<file path="src/rtl/rsa_modexp_core.sv">
// Bit-serial square-and-multiply modular exponentiation, result = base^exp mod modulus.
// Constant 2*WIDTH^2+WIDTH+2 cycle latency (1 for modulus<2); result held in DONE until out_ready.
module rsa_modexp_core #(
    parameter int WIDTH = 8
) (
    input  logic             clk,
    input  logic             rst,
    input  logic             in_valid,
    output logic             in_ready,
    input  logic [WIDTH-1:0] base,
    input  logic [WIDTH-1:0] exp,
    input  logic [WIDTH-1:0] modulus,
    output logic             out_valid,
    input  logic             out_ready,
    output logic [WIDTH-1:0] result,
    output logic             err,
    output logic             busy
);

    localparam int CW = $clog2(WIDTH + 1);
    localparam logic [CW-1:0] LAST = CW'(WIDTH - 1);
    localparam logic [CW-1:0] LOAD = CW'(WIDTH);

    typedef enum logic [2:0] {IDLE, REDUCE, MUL, SQR, DONE} state_t;

    state_t           state, state_nxt;
    logic [CW-1:0]    cnt;
    logic [CW-1:0]    bit_idx;
    logic [WIDTH-1:0] base_r;
    logic [WIDTH-1:0] exp_r;
    logic [WIDTH-1:0] mod_r;
    logic [WIDTH-1:0] r_r;
    logic [WIDTH-1:0] b_r;
    logic [WIDTH-1:0] mplier;
    logic [WIDTH:0]   acc;

    logic             accept;
    logic             mod_bad;
    logic             din;
    logic [WIDTH:0]   mod_x, dbl, red1, sum, red2, step_val;

    assign in_ready  = (state == IDLE) && !rst;
    assign out_valid = (state == DONE) && !rst;
    assign busy      = (state != IDLE) && !rst;
    assign accept    = in_valid && in_ready;
    assign mod_bad   = modulus < WIDTH'(2);

    // Shared step: REDUCE shifts in a base bit, MUL/SQR double and conditionally add b.
    // acc stays below n, so the WIDTH+1 bit datapath never overflows.
    always_comb begin
        din      = (state == REDUCE) ? base_r[WIDTH-1] : 1'b0;
        mod_x    = {1'b0, mod_r};
        dbl      = (acc << 1) | {{WIDTH{1'b0}}, din};
        red1     = (dbl >= mod_x) ? dbl - mod_x : dbl;
        sum      = red1 + {1'b0, b_r};
        red2     = (sum >= mod_x) ? sum - mod_x : sum;
        step_val = ((state != REDUCE) && mplier[WIDTH-1]) ? red2 : red1;
    end

    always_comb begin
        state_nxt = state;
        case (state)
            IDLE:    if (accept) state_nxt = mod_bad ? DONE : REDUCE;
            REDUCE:  if (cnt == LOAD) state_nxt = MUL;
            MUL:     if (cnt == LAST) state_nxt = SQR;
            SQR:     if (cnt == LAST) state_nxt = (bit_idx == LAST) ? DONE : MUL;
            DONE:    if (out_ready) state_nxt = IDLE;
            default: state_nxt = IDLE;
        endcase
    end

    always_ff @(posedge clk) begin
        if (rst) begin
            state   <= IDLE;
            cnt     <= '0;
            bit_idx <= '0;
            base_r  <= '0;
            exp_r   <= '0;
            mod_r   <= '0;
            r_r     <= '0;
            b_r     <= '0;
            mplier  <= '0;
            acc     <= '0;
            result  <= '0;
            err     <= 1'b0;
        end else begin
            state <= state_nxt;
            case (state)
                IDLE: begin
                    if (accept) begin
                        base_r  <= base;
                        exp_r   <= exp;
                        mod_r   <= modulus;
                        cnt     <= '0;
                        bit_idx <= '0;
                        acc     <= '0;
                        if (mod_bad) begin
                            result <= '0;
                            err    <= 1'b1;
                        end
                    end
                end
                REDUCE: begin
                    // Final REDUCE cycle loads b and primes the first MUL with r = 1.
                    if (cnt == LOAD) begin
                        b_r    <= acc[WIDTH-1:0];
                        r_r    <= WIDTH'(1);
                        mplier <= WIDTH'(1);
                        acc    <= '0;
                        cnt    <= '0;
                    end else begin
                        acc    <= step_val;
                        base_r <= base_r << 1;
                        cnt    <= cnt + CW'(1);
                    end
                end
                MUL: begin
                    acc    <= step_val;
                    mplier <= mplier << 1;
                    cnt    <= cnt + CW'(1);
                    if (cnt == LAST) begin
                        if (exp_r[0]) r_r <= step_val[WIDTH-1:0];
                        acc    <= '0;
                        cnt    <= '0;
                        mplier <= b_r;
                    end
                end
                SQR: begin
                    acc    <= step_val;
                    mplier <= mplier << 1;
                    cnt    <= cnt + CW'(1);
                    if (cnt == LAST) begin
                        b_r     <= step_val[WIDTH-1:0];
                        acc     <= '0;
                        cnt     <= '0;
                        exp_r   <= exp_r >> 1;
                        bit_idx <= bit_idx + CW'(1);
                        mplier  <= r_r;
                        if (bit_idx == LAST) begin
                            result <= r_r;
                            err    <= 1'b0;
                        end
                    end
                end
                default: ;
            endcase
        end
    end

endmodule

</file>
<file path="config.mk">
export PLATFORM = sky130hd
export DESIGN_NAME = rsa_modexp_core
export DESIGN_NICKNAME = d
export VERILOG_FILES = /design/src/rtl/rsa_modexp_core.sv
export SDC_FILE = /design/constraint.sdc
export NUM_CORES = 1
export LEC_CHECK = 0
export ABC_CLOCK_PERIOD_IN_PS = 16400
export CORE_ASPECT_RATIO = 1.5
export CORE_MARGIN = 4
export CORE_UTILIZATION = 37
export CTS_CLUSTER_DIAMETER = 50
export DETAILED_ROUTE_END_ITERATION = 10
export HOLD_SLACK_MARGIN = 0.1
export SLEW_MARGIN = 20
export SYNTH_ARGS = -nofsm -noshare
export SYNTH_HDL_FRONTEND = slang
export SYNTH_SLANG_ARGS = --single-unit
</file>
<file path="constraint.sdc">
create_clock -name clk -period 16.4 [get_ports clk]
set_clock_uncertainty 0.05 [all_clocks]
set_input_delay 1.64 -clock clk [delete_from_list [all_inputs] [get_ports clk]]
set_output_delay 1.64 -clock clk [all_outputs]
set_load 0.02 [all_outputs]
</file>
==> flow_results.xml, run 1 <==
<?xml version="1.0" encoding="UTF-8"?>
<metrics>
  <group name="synthesis">
    <metric name="post_synth_mux_area_share" unit="">0.0485</metric>
    <metric name="synth_async_sr_flop_share" unit="">0</metric>
    <metric name="syn_avg_cell_area" unit="µm²">8.30</metric>
    <metric name="synthesis.instances" unit="">563</metric>
    <metric name="synthAdderAreaFrac" unit="">0.0878</metric>
    <metric name="synth_top_area_frac" unit="">0.326</metric>
    <metric name="synth_xor_area_frac" unit="">0.0420</metric>
    <metric name="ys_seq_elements" unit="">76</metric>
    <metric name="synth_seq_area_share" unit="">0.326</metric>
    <metric name="synth.area.top_cells" unit="">sky130_fd_sc_hd__dfxtp_1 (33%), sky130_fd_sc_hd__ha_1 (7.5%), sky130_fd_sc_hd__nand2_1 (4.7%), sky130_fd_sc_hd__nor2_1 (4.6%), sky130_fd_sc_hd__a21oi_1 (3.9%)</metric>
    <metric name="synth_edf_count" unit="">0</metric>
    <metric name="synth_compound_gate_area_share" unit="">0.225</metric>
    <metric name="synth_nets" unit="">622</metric>
    <metric name="yosysUniqueCellTypes" unit="">68</metric>
    <metric name="mappedNetlistArea" unit="µm²">4670</metric>
    <metric name="synth_simple_gate_area_frac" unit="">0.224</metric>
    <metric name="synth_top_family_by_area" unit="">compound AO/OA/AOI/OAI gates</metric>
    <metric name="yosys_most_used_dff" unit="">sky130_fd_sc_hd__dfxtp_1</metric>
    <metric name="yosys_warnings" unit="">0</metric>
    <metric name="synth_top_area_cell" unit="">sky130_fd_sc_hd__dfxtp_1</metric>
  </group>
  <group name="timing">
    <metric name="hold_viol_final" unit="">0</metric>
    <metric name="timing.fmax" unit="MHz">137</metric>
    <metric name="finalHoldWorstSlack" unit="ps">402</metric>
    <metric name="setup_viol" unit="">0</metric>
    <metric name="tightestPinTransition" unit="ps">1030</metric>
    <metric name="final_period_minus_worst_setup_slack" unit="ps">7310</metric>
    <metric name="final-max-slew-violation-count" unit="">0</metric>
    <metric name="rsz_0062_raised_after_global_routing" unit="">no</metric>
    <metric name="timing.setup.tns" unit="ps">0</metric>
    <metric name="min_period_over_period" unit="">0.446</metric>
    <metric name="timing.slew.headroom" unit="">0.310</metric>
  </group>
  <group name="finish">
    <metric name="layoutNonFillerInstCount" unit="">751</metric>
    <metric name="final_cell_mix" unit="">sky130_fd_sc_hd__dfxtp_1 (76), sky130_fd_sc_hd__nand2_1 (58), sky130_fd_sc_hd__nor2_1 (57)</metric>
    <metric name="final_layout_size_suffix_gt1_frac" unit="">0.0790</metric>
    <metric name="area_growth_from_synthesis_to_layout" unit="%">17.4</metric>
    <metric name="finish.instance_area" unit="µm²">5490</metric>
    <metric name="diodes" unit="">0</metric>
    <metric name="num-nets-final" unit="">650</metric>
    <metric name="mostFrequentLayoutCell" unit="">sky130_fd_sc_hd__dfxtp_1</metric>
  </group>
  <group name="clock_network">
    <metric name="tritoncts" unit="">done</metric>
    <metric name="cts-hold-fix-buffers" unit="">0</metric>
    <metric name="cts-buffers-inserted" unit="">9</metric>
    <metric name="clk_path_buf_depth" unit="">2</metric>
    <metric name="post-cts-setup-buffer-count" unit="">0</metric>
    <metric name="clk_transition_reported_paths" unit="ps">60</metric>
    <metric name="cts-htree-levels" unit="">3</metric>
    <metric name="numClockSinks" unit="">76</metric>
    <metric name="cts_root_buf" unit="">sky130_fd_sc_hd__clkbuf_16</metric>
    <metric name="cts_resized" unit="">0</metric>
    <metric name="later_pin_clock_latency_in_the_skew_report" unit="ps">330</metric>
  </group>
  <group name="worst_setup_path">
    <metric name="critical_path_depth" unit="">21</metric>
    <metric name="worst_path_max_delay_cell" unit="">sky130_fd_sc_hd__nor4_2</metric>
    <metric name="crit_path_max_fanout" unit="">18</metric>
    <metric name="cp_cell_sequence" unit="">inv_2 &gt; or4b_2 &gt; ha_1 &gt; a41o_1 &gt; o31a_1 &gt; nor4_2 &gt; mux2i_1 &gt; inv_1 &gt; ha_1 &gt; a21oi_1 &gt; nor2b_1 &gt; a31oi_1 &gt; or2b_2 &gt; xor2_1 &gt; ha_1 &gt; or4_1 &gt; o21ai_0 &gt; a21oi_1 &gt; o211a_1 &gt; o31a_1 &gt; a22o_1</metric>
    <metric name="worstSetupStartpointType" unit="">flip-flop</metric>
    <metric name="slowest_delay" unit="ps">850</metric>
    <metric name="critical_path_most_common_cell" unit="">sky130_fd_sc_hd__ha_1</metric>
    <metric name="crit_buf_inv" unit="">2</metric>
    <metric name="critical_path.top_delay_family" unit="">simple AND/OR/NAND/NOR gates</metric>
    <metric name="reg2reg_setup_slack" unit="ps">9090</metric>
    <metric name="timing.critical_path.arrival" unit="ps">7490</metric>
    <metric name="endpoint" unit="">r_r[6]$_SDFFE_PP0P_</metric>
    <metric name="reg2regPathDepth" unit="">21</metric>
    <metric name="crit-reg2reg-capture" unit="">r_r[6]$_SDFFE_PP0P_</metric>
    <metric name="worstSetupEndpointType" unit="">flip-flop</metric>
    <metric name="worst_setup_path_startpoint" unit="">state[0]$_SDFFE_PP0P_</metric>
    <metric name="crit-reg2reg-launch" unit="">state[0]$_SDFFE_PP0P_</metric>
    <metric name="worstPathRequired" unit="ps">16570</metric>
    <metric name="worst-setup-path-type" unit="">flip-flop to flip-flop</metric>
  </group>
  <group name="die">
    <metric name="core-area" unit="µm²">12400</metric>
    <metric name="area_of_the_die" unit="µm²">14500</metric>
    <metric name="ios" unit="">40</metric>
    <metric name="dieHeight" unit="µm">146</metric>
    <metric name="die_x" unit="µm">99.8</metric>
    <metric name="floorplan.initialDensity" unit="">0.375</metric>
    <metric name="placement_rows" unit="">50</metric>
  </group>
  <group name="power_and_ir_drop">
    <metric name="vdd_drop_max" unit="mV">0.0665</metric>
    <metric name="power.density" unit="nW/µm²">112</metric>
    <metric name="p_leak" unit="nW">2.14</metric>
    <metric name="total_power" unit="mW">0.612</metric>
  </group>
  <group name="placement">
    <metric name="place_hpwl" unit="mm">10.6</metric>
    <metric name="buffer_ports.inserted" unit="">39</metric>
    <metric name="globalplace.congestion" unit="">0.933</metric>
    <metric name="postPlaceCellArea" unit="µm²">5150</metric>
    <metric name="placed_cells" unit="">736</metric>
  </group>
  <group name="route">
    <metric name="wire_per_inst" unit="µm">18.0</metric>
    <metric name="dr_total_vias" unit="">4207</metric>
    <metric name="route.detailed.vias_per_inst" unit="">5.60</metric>
    <metric name="antenna_violating_nets_post_route" unit="">0</metric>
    <metric name="route.detailed.drc" unit="">0</metric>
    <metric name="detailedRoute.firstIterationViolations" unit="">212</metric>
    <metric name="detail_route.wirelength" unit="mm">13.5</metric>
    <metric name="detail_route.first_pass.iterations" unit="">5</metric>
  </group>
  <group name="worst_hold_path">
    <metric name="hold_class" unit="">flip-flop to flip-flop</metric>
  </group>
  <group name="grt">
    <metric name="overflow" unit="">0</metric>
    <metric name="grt_util_all_layers" unit="">0.192</metric>
    <metric name="antenna_found_initial" unit="">0</metric>
    <metric name="number_of_global_route_vias_before_repair" unit="">4295</metric>
    <metric name="grt_first_pass_wirelength" unit="mm">22.1</metric>
    <metric name="grt_start_max_net_pins" unit="">60</metric>
  </group>
  <group name="outcome">
    <metric name="run_status" unit="">finished clean</metric>
  </group>
  <group name="run">
    <metric name="max_cap_violations" unit="">0</metric>
  </group>
</metrics>
## registers in the layout, summed over array words and instances (netlist names)
register,cells
state,3
r_r,8
cnt,4
exp_r,8
mplier,8
mod_r,8
bit_idx,4
acc,8
err,1
base_r,8
b_r,8
result,8
## how the worst min path moves through the flow
| stage | from | endpoint | cells after the start |
|---|---|---|---|
| 2_1_floorplan | mplier[0]$_SDFFE_PP0P_ | mplier[0]$_SDFFE_PP0P_ | 2 |
| 3_3_place_gp | mplier[0]$_SDFFE_PP0P_ | mplier[0]$_SDFFE_PP0P_ | 2 |
| 3_5_place_dp | mplier[0]$_SDFFE_PP0P_ | mplier[0]$_SDFFE_PP0P_ | 2 |
| 4_1_cts | mplier[0]$_SDFFE_PP0P_ | mplier[0]$_SDFFE_PP0P_ | 2 |
| 5_1_grt | result[0]$_SDFFE_PP0P_ | result[0]$_SDFFE_PP0P_ | 2 |
| 6_report | result[0]$_SDFFE_PP0P_ | result[0]$_SDFFE_PP0P_ | 2 |
## per-stage QoR
step | utilization | setup WS [ps]
after floorplan | - | 10440
after global placement | 0.413 | 9350
after detailed placement | 0.413 | 9190
after CTS | 0.441 | 9150
after global routing | 0.441 | 8650
final | 0.441 | 9090
## layout make-up
cell class	instances	area [µm²]
Fill cell	1215	6960
Multi-Input combinational cell	439	2930
Sequential cell	76	1520
Timing Repair Buffer	43	415
Clock buffer	11	243
Tap cell	156	195
Clock inverter	4	97.6
Inverter	22	82.6
## routing by layer
layer  share of wire  vias up  global-route usage
li1                -     2113                   -
met1            0.40     1969               0.206
met2            0.52       92               0.349
met3           0.033       33              0.0293
met4           0.046        0               0.107
met5               0        -                   0
## worst min-delay path, cell delays in order (launching register included)
cell,delay [ps]
sky130_fd_sc_hd__dfxtp_1,300
sky130_fd_sc_hd__nand2_1,50
sky130_fd_sc_hd__a21oi_1,50
## cell families after synthesis
group | Yosys count
xor gates and xnor gates | 19
buffers and inverters | 48
DFF | 76
muxes | 22
AOI/OAI and AO/OA | 156
and+or+nand+nor | 211
adders and majority gates | 31
## report_power, final
part	total (mW)	switching (mW)	internal (mW)
Clock	0.229	0.0770	0.152
Combinational	0.188	0.109	0.0789
Sequential	0.195	0.00471	0.191
Total	0.612	0.191	0.422
## synthesized netlist by cell type (3+ instances only)
cell / number
sky130_fd_sc_hd__a22oi_1: 6
sky130_fd_sc_hd__a22o_1: 6
sky130_fd_sc_hd__inv_1: 21
sky130_fd_sc_hd__a21oi_1: 36
sky130_fd_sc_hd__o31a_1: 5
sky130_fd_sc_hd__o21ai_0: 28
sky130_fd_sc_hd__nand4_1: 4
sky130_fd_sc_hd__nor2_1: 57
sky130_fd_sc_hd__a211oi_1: 15
sky130_fd_sc_hd__nor2b_1: 6
sky130_fd_sc_hd__nor3_1: 18
sky130_fd_sc_hd__or3_1: 8
sky130_fd_sc_hd__nand2b_1: 8
sky130_fd_sc_hd__ha_1: 28
sky130_fd_sc_hd__nand3_1: 18
sky130_fd_sc_hd__or2_2: 4
sky130_fd_sc_hd__and4_1: 4
sky130_fd_sc_hd__a311oi_1: 8
sky130_fd_sc_hd__clkbuf_1: 19
sky130_fd_sc_hd__dfxtp_1: 76
sky130_fd_sc_hd__nor4_1: 8
sky130_fd_sc_hd__mux2_2: 5
sky130_fd_sc_hd__fa_1: 3
sky130_fd_sc_hd__a31oi_1: 11
sky130_fd_sc_hd__a21o_1: 5
sky130_fd_sc_hd__nand2_1: 58
sky130_fd_sc_hd__xnor2_1: 13
sky130_fd_sc_hd__a211o_1: 3
sky130_fd_sc_hd__mux2i_1: 17
sky130_fd_sc_hd__xor2_1: 4
sky130_fd_sc_hd__clkbuf_8: 3
sky130_fd_sc_hd__o31ai_1: 9
sky130_fd_sc_hd__o21a_1: 4
Note: power is estimated with default switching activity, not from simulation.
==> inputs of run 2 (changes only) <==
Settings changed: ABC_CLOCK_PERIOD_IN_PS 16400 to 6700.
Clock period 16.4 ns to 6.7 ns, I/O delays scaled along.
==> run 2 against run 1 <==
  * Sequential share of layout area up 0.15 points
  * Sequential power is 140% higher
  * Non-clock buffer count is 4 higher
  * Fmax grew 16%
  * Routed wire length up 0.23%
  * Worst hold slack gained 2.2 ps
  * Via count increased by 2.6%
  * Worst setup slack got worse by 8700 ps
  * Cell count is 0.53% higher
  * Critical path depth is the same
  * Global-route usage is essentially flat
  * Register-to-register slack lost 8700 ps
==> flow_results.xml, run 2 (synthesis results as in run 1) <==
<?xml version="1.0" encoding="UTF-8"?>
<metrics>
  <group name="timing">
    <metric name="rsz_0062_raised_after_global_routing" unit="">no</metric>
    <metric name="final_period_minus_worst_setup_slack" unit="ps">6290</metric>
    <metric name="timing.setup.tns" unit="ps">0</metric>
    <metric name="min_period_over_period" unit="">0.939</metric>
    <metric name="timing.slew.headroom" unit="">0.325</metric>
    <metric name="setup_viol" unit="">0</metric>
    <metric name="tightestPinTransition" unit="ps">1010</metric>
    <metric name="final_critical_path_setup_slack" unit="ps">412</metric>
    <metric name="finalHoldWorstSlack" unit="ps">404</metric>
    <metric name="hold_viol_final" unit="">0</metric>
    <metric name="timing.fmax" unit="MHz">159</metric>
    <metric name="final-max-slew-violation-count" unit="">0</metric>
  </group>
  <group name="grt">
    <metric name="antenna_found_initial" unit="">0</metric>
    <metric name="number_of_global_route_vias_before_repair" unit="">4390</metric>
    <metric name="grt_util_all_layers" unit="">0.192</metric>
    <metric name="grt_first_pass_wirelength" unit="mm">22.2</metric>
    <metric name="grt_use_met2" unit="">0.343</metric>
    <metric name="overflow" unit="">0</metric>
    <metric name="grt_start_max_net_pins" unit="">60</metric>
    <metric name="grt_use_met3" unit="">0.0388</metric>
    <metric name="global_route.peak_usage_layer" unit="">met2</metric>
    <metric name="grt.met1_usage" unit="">0.211</metric>
  </group>
  <group name="finish">
    <metric name="layoutNonFillerInstCount" unit="">755</metric>
    <metric name="layout.filler_cells" unit="">1239</metric>
    <metric name="multi_input_area" unit="µm²">2940</metric>
    <metric name="final_layout_size_suffix_gt1_frac" unit="">0.0885</metric>
    <metric name="final_cell_mix" unit="">sky130_fd_sc_hd__dfxtp_1 (76), sky130_fd_sc_hd__nand2_1 (58), sky130_fd_sc_hd__nor2_1 (57)</metric>
    <metric name="seq_area" unit="µm²">1520</metric>
    <metric name="num-nets-final" unit="">654</metric>
    <metric name="area_growth_from_synthesis_to_layout" unit="%">16.8</metric>
    <metric name="utilization" unit="">0.438</metric>
    <metric name="diodes" unit="">0</metric>
    <metric name="mostFrequentLayoutCell" unit="">sky130_fd_sc_hd__dfxtp_1</metric>
  </group>
  <group name="worst_hold_path">
    <metric name="hold_path_end" unit="">mplier[0]$_SDFFE_PP0P_</metric>
    <metric name="hold_class" unit="">flip-flop to flip-flop</metric>
    <metric name="worst_hold_path.num_cells" unit="">2</metric>
    <metric name="holdCritStartpoint" unit="">mplier[0]$_SDFFE_PP0P_</metric>
  </group>
  <group name="die">
    <metric name="floorplan.initialDensity" unit="">0.375</metric>
    <metric name="die_x" unit="µm">99.8</metric>
    <metric name="area_of_the_die" unit="µm²">14500</metric>
    <metric name="dieHeight" unit="µm">146</metric>
    <metric name="ios" unit="">40</metric>
    <metric name="core-area" unit="µm²">12400</metric>
    <metric name="placement_rows" unit="">50</metric>
  </group>
  <group name="route">
    <metric name="antenna_violating_nets_post_route" unit="">0</metric>
    <metric name="dr_total_vias" unit="">4318</metric>
    <metric name="wire_per_inst" unit="µm">17.9</metric>
    <metric name="route.detailed.drc" unit="">0</metric>
    <metric name="detailedRoute.firstIterationViolations" unit="">182</metric>
    <metric name="detail_route.wirelength" unit="mm">13.5</metric>
    <metric name="detail_route.first_pass.iterations" unit="">5</metric>
    <metric name="route.detailed.vias_per_inst" unit="">5.72</metric>
  </group>
  <group name="placement">
    <metric name="buffer_ports.inserted" unit="">39</metric>
    <metric name="globalplace.congestion" unit="">0.919</metric>
    <metric name="place_hpwl" unit="mm">10.5</metric>
    <metric name="placed_cells" unit="">740</metric>
    <metric name="dp_worst_setup_slack" unit="ps">437</metric>
  </group>
  <group name="clock_network">
    <metric name="numClockSinks" unit="">76</metric>
    <metric name="cts_root_buf" unit="">sky130_fd_sc_hd__clkbuf_16</metric>
    <metric name="cts_resized" unit="">0</metric>
    <metric name="post-cts-setup-buffer-count" unit="">0</metric>
    <metric name="cts-buffers-inserted" unit="">9</metric>
    <metric name="cts-htree-levels" unit="">3</metric>
    <metric name="tritoncts" unit="">done</metric>
    <metric name="clk_path_buf_depth" unit="">2</metric>
    <metric name="clk_transition_reported_paths" unit="ps">60</metric>
    <metric name="later_pin_clock_latency_in_the_skew_report" unit="ps">340</metric>
    <metric name="cts-hold-fix-buffers" unit="">0</metric>
  </group>
  <group name="worst_setup_path">
    <metric name="worstSetupStartpointType" unit="">flip-flop</metric>
    <metric name="crit_path_max_fanout" unit="">14</metric>
    <metric name="crit-reg2reg-launch" unit="">state[1]$_SDFFE_PP0P_</metric>
    <metric name="worst-setup-path-type" unit="">flip-flop to flip-flop</metric>
    <metric name="worstSetupEndpointType" unit="">flip-flop</metric>
    <metric name="reg2reg_setup_slack" unit="ps">410</metric>
    <metric name="worstPathRequired" unit="ps">6880</metric>
    <metric name="timing.critical_path.arrival" unit="ps">6470</metric>
    <metric name="reg2regPathDepth" unit="">21</metric>
    <metric name="crit-reg2reg-capture" unit="">r_r[5]$_SDFFE_PP0P_</metric>
  </group>
  <group name="run">
    <metric name="max_cap_violations" unit="">0</metric>
  </group>
  <group name="power_and_ir_drop">
    <metric name="p_leak" unit="nW">2.13</metric>
    <metric name="vdd_drop_max" unit="mV">0.154</metric>
    <metric name="power.density" unit="nW/µm²">256</metric>
  </group>
  <group name="outcome">
    <metric name="run_status" unit="">finished clean</metric>
  </group>
</metrics>
[run 2: area by class of cell]
class | instances | area share
Timing Repair Buffer | 47 | 0.0816
Clock inverter | 4 | 0.00459
Multi-Input combinational cell | 439 | 0.538
Inverter | 22 | 0.0151
Sequential cell | 76 | 0.279
Tap cell | 156 | 0.0358
Clock buffer | 11 | 0.0463
[run 2: how the worst max path moves through the flow]
stage	startpoint	end	slack [ps]	cells past startpoint
5_1_grt	state[1]$_SDFFE_PP0P_	r_r[5]$_SDFFE_PP0P_	70	21
3_3_place_gp	state[1]$_SDFFE_PP0P_	acc[6]$_SDFFE_PP0P_	630	21
3_5_place_dp	state[1]$_SDFFE_PP0P_	r_r[6]$_SDFFE_PP0P_	440	21
2_1_floorplan	state[0]$_SDFFE_PP0P_	acc[6]$_SDFFE_PP0P_	740	23
6_report	state[1]$_SDFFE_PP0P_	r_r[5]$_SDFFE_PP0P_	410	21
4_1_cts	state[1]$_SDFFE_PP0P_	acc[6]$_SDFFE_PP0P_	430	21
[run 2: metrics by stage]
stage	power, mW	instance area (µm²)
after detailed placement	0.946	5180
after global placement	0.944	5180
final	1.40	5460
after floorplan	0.825	4670
after global routing	1.48	5460
after CTS	1.40	5450
[run 2: power breakdown]
part | switching [mW] | internal [mW]
combinational | 0.273 | 0.197
sequential | 0.00953 | 0.467
clock | 0.185 | 0.267
[run 2: routing by layer]
metal	share of wire	vias up
met1	0.39	2055
met3	0.036	31
met4	0.034	0
met2	0.54	111
li1	-	2121
met5	0	-
[run 2: critical path, cell delays in order, from the launching register on]
cell	delay (ps)
sky130_fd_sc_hd__dfxtp_1	430
sky130_fd_sc_hd__or4b_2	700
sky130_fd_sc_hd__ha_1	330
sky130_fd_sc_hd__a41o_1	240
sky130_fd_sc_hd__o31a_1	270
sky130_fd_sc_hd__nor4_2	220
sky130_fd_sc_hd__buf_4	220
sky130_fd_sc_hd__mux2i_1	300
sky130_fd_sc_hd__inv_1	100
sky130_fd_sc_hd__ha_1	270
sky130_fd_sc_hd__a21oi_1	170
sky130_fd_sc_hd__nor2b_1	80
sky130_fd_sc_hd__a31oi_1	240
sky130_fd_sc_hd__or2b_2	330
sky130_fd_sc_hd__xor2_1	160
sky130_fd_sc_hd__ha_1	230
sky130_fd_sc_hd__or4_1	520
sky130_fd_sc_hd__o21ai_0	330
sky130_fd_sc_hd__a21o_2	280
sky130_fd_sc_hd__a21oi_1	100
sky130_fd_sc_hd__or3_1	340
sky130_fd_sc_hd__a32o_2	270
==> inputs of run 3 (changes only) <==
Settings changed: SETUP_SLACK_MARGIN set to 0.05.
==> results of run 3 <==
Final layout, timing and power as in run 2 (identical DEF).
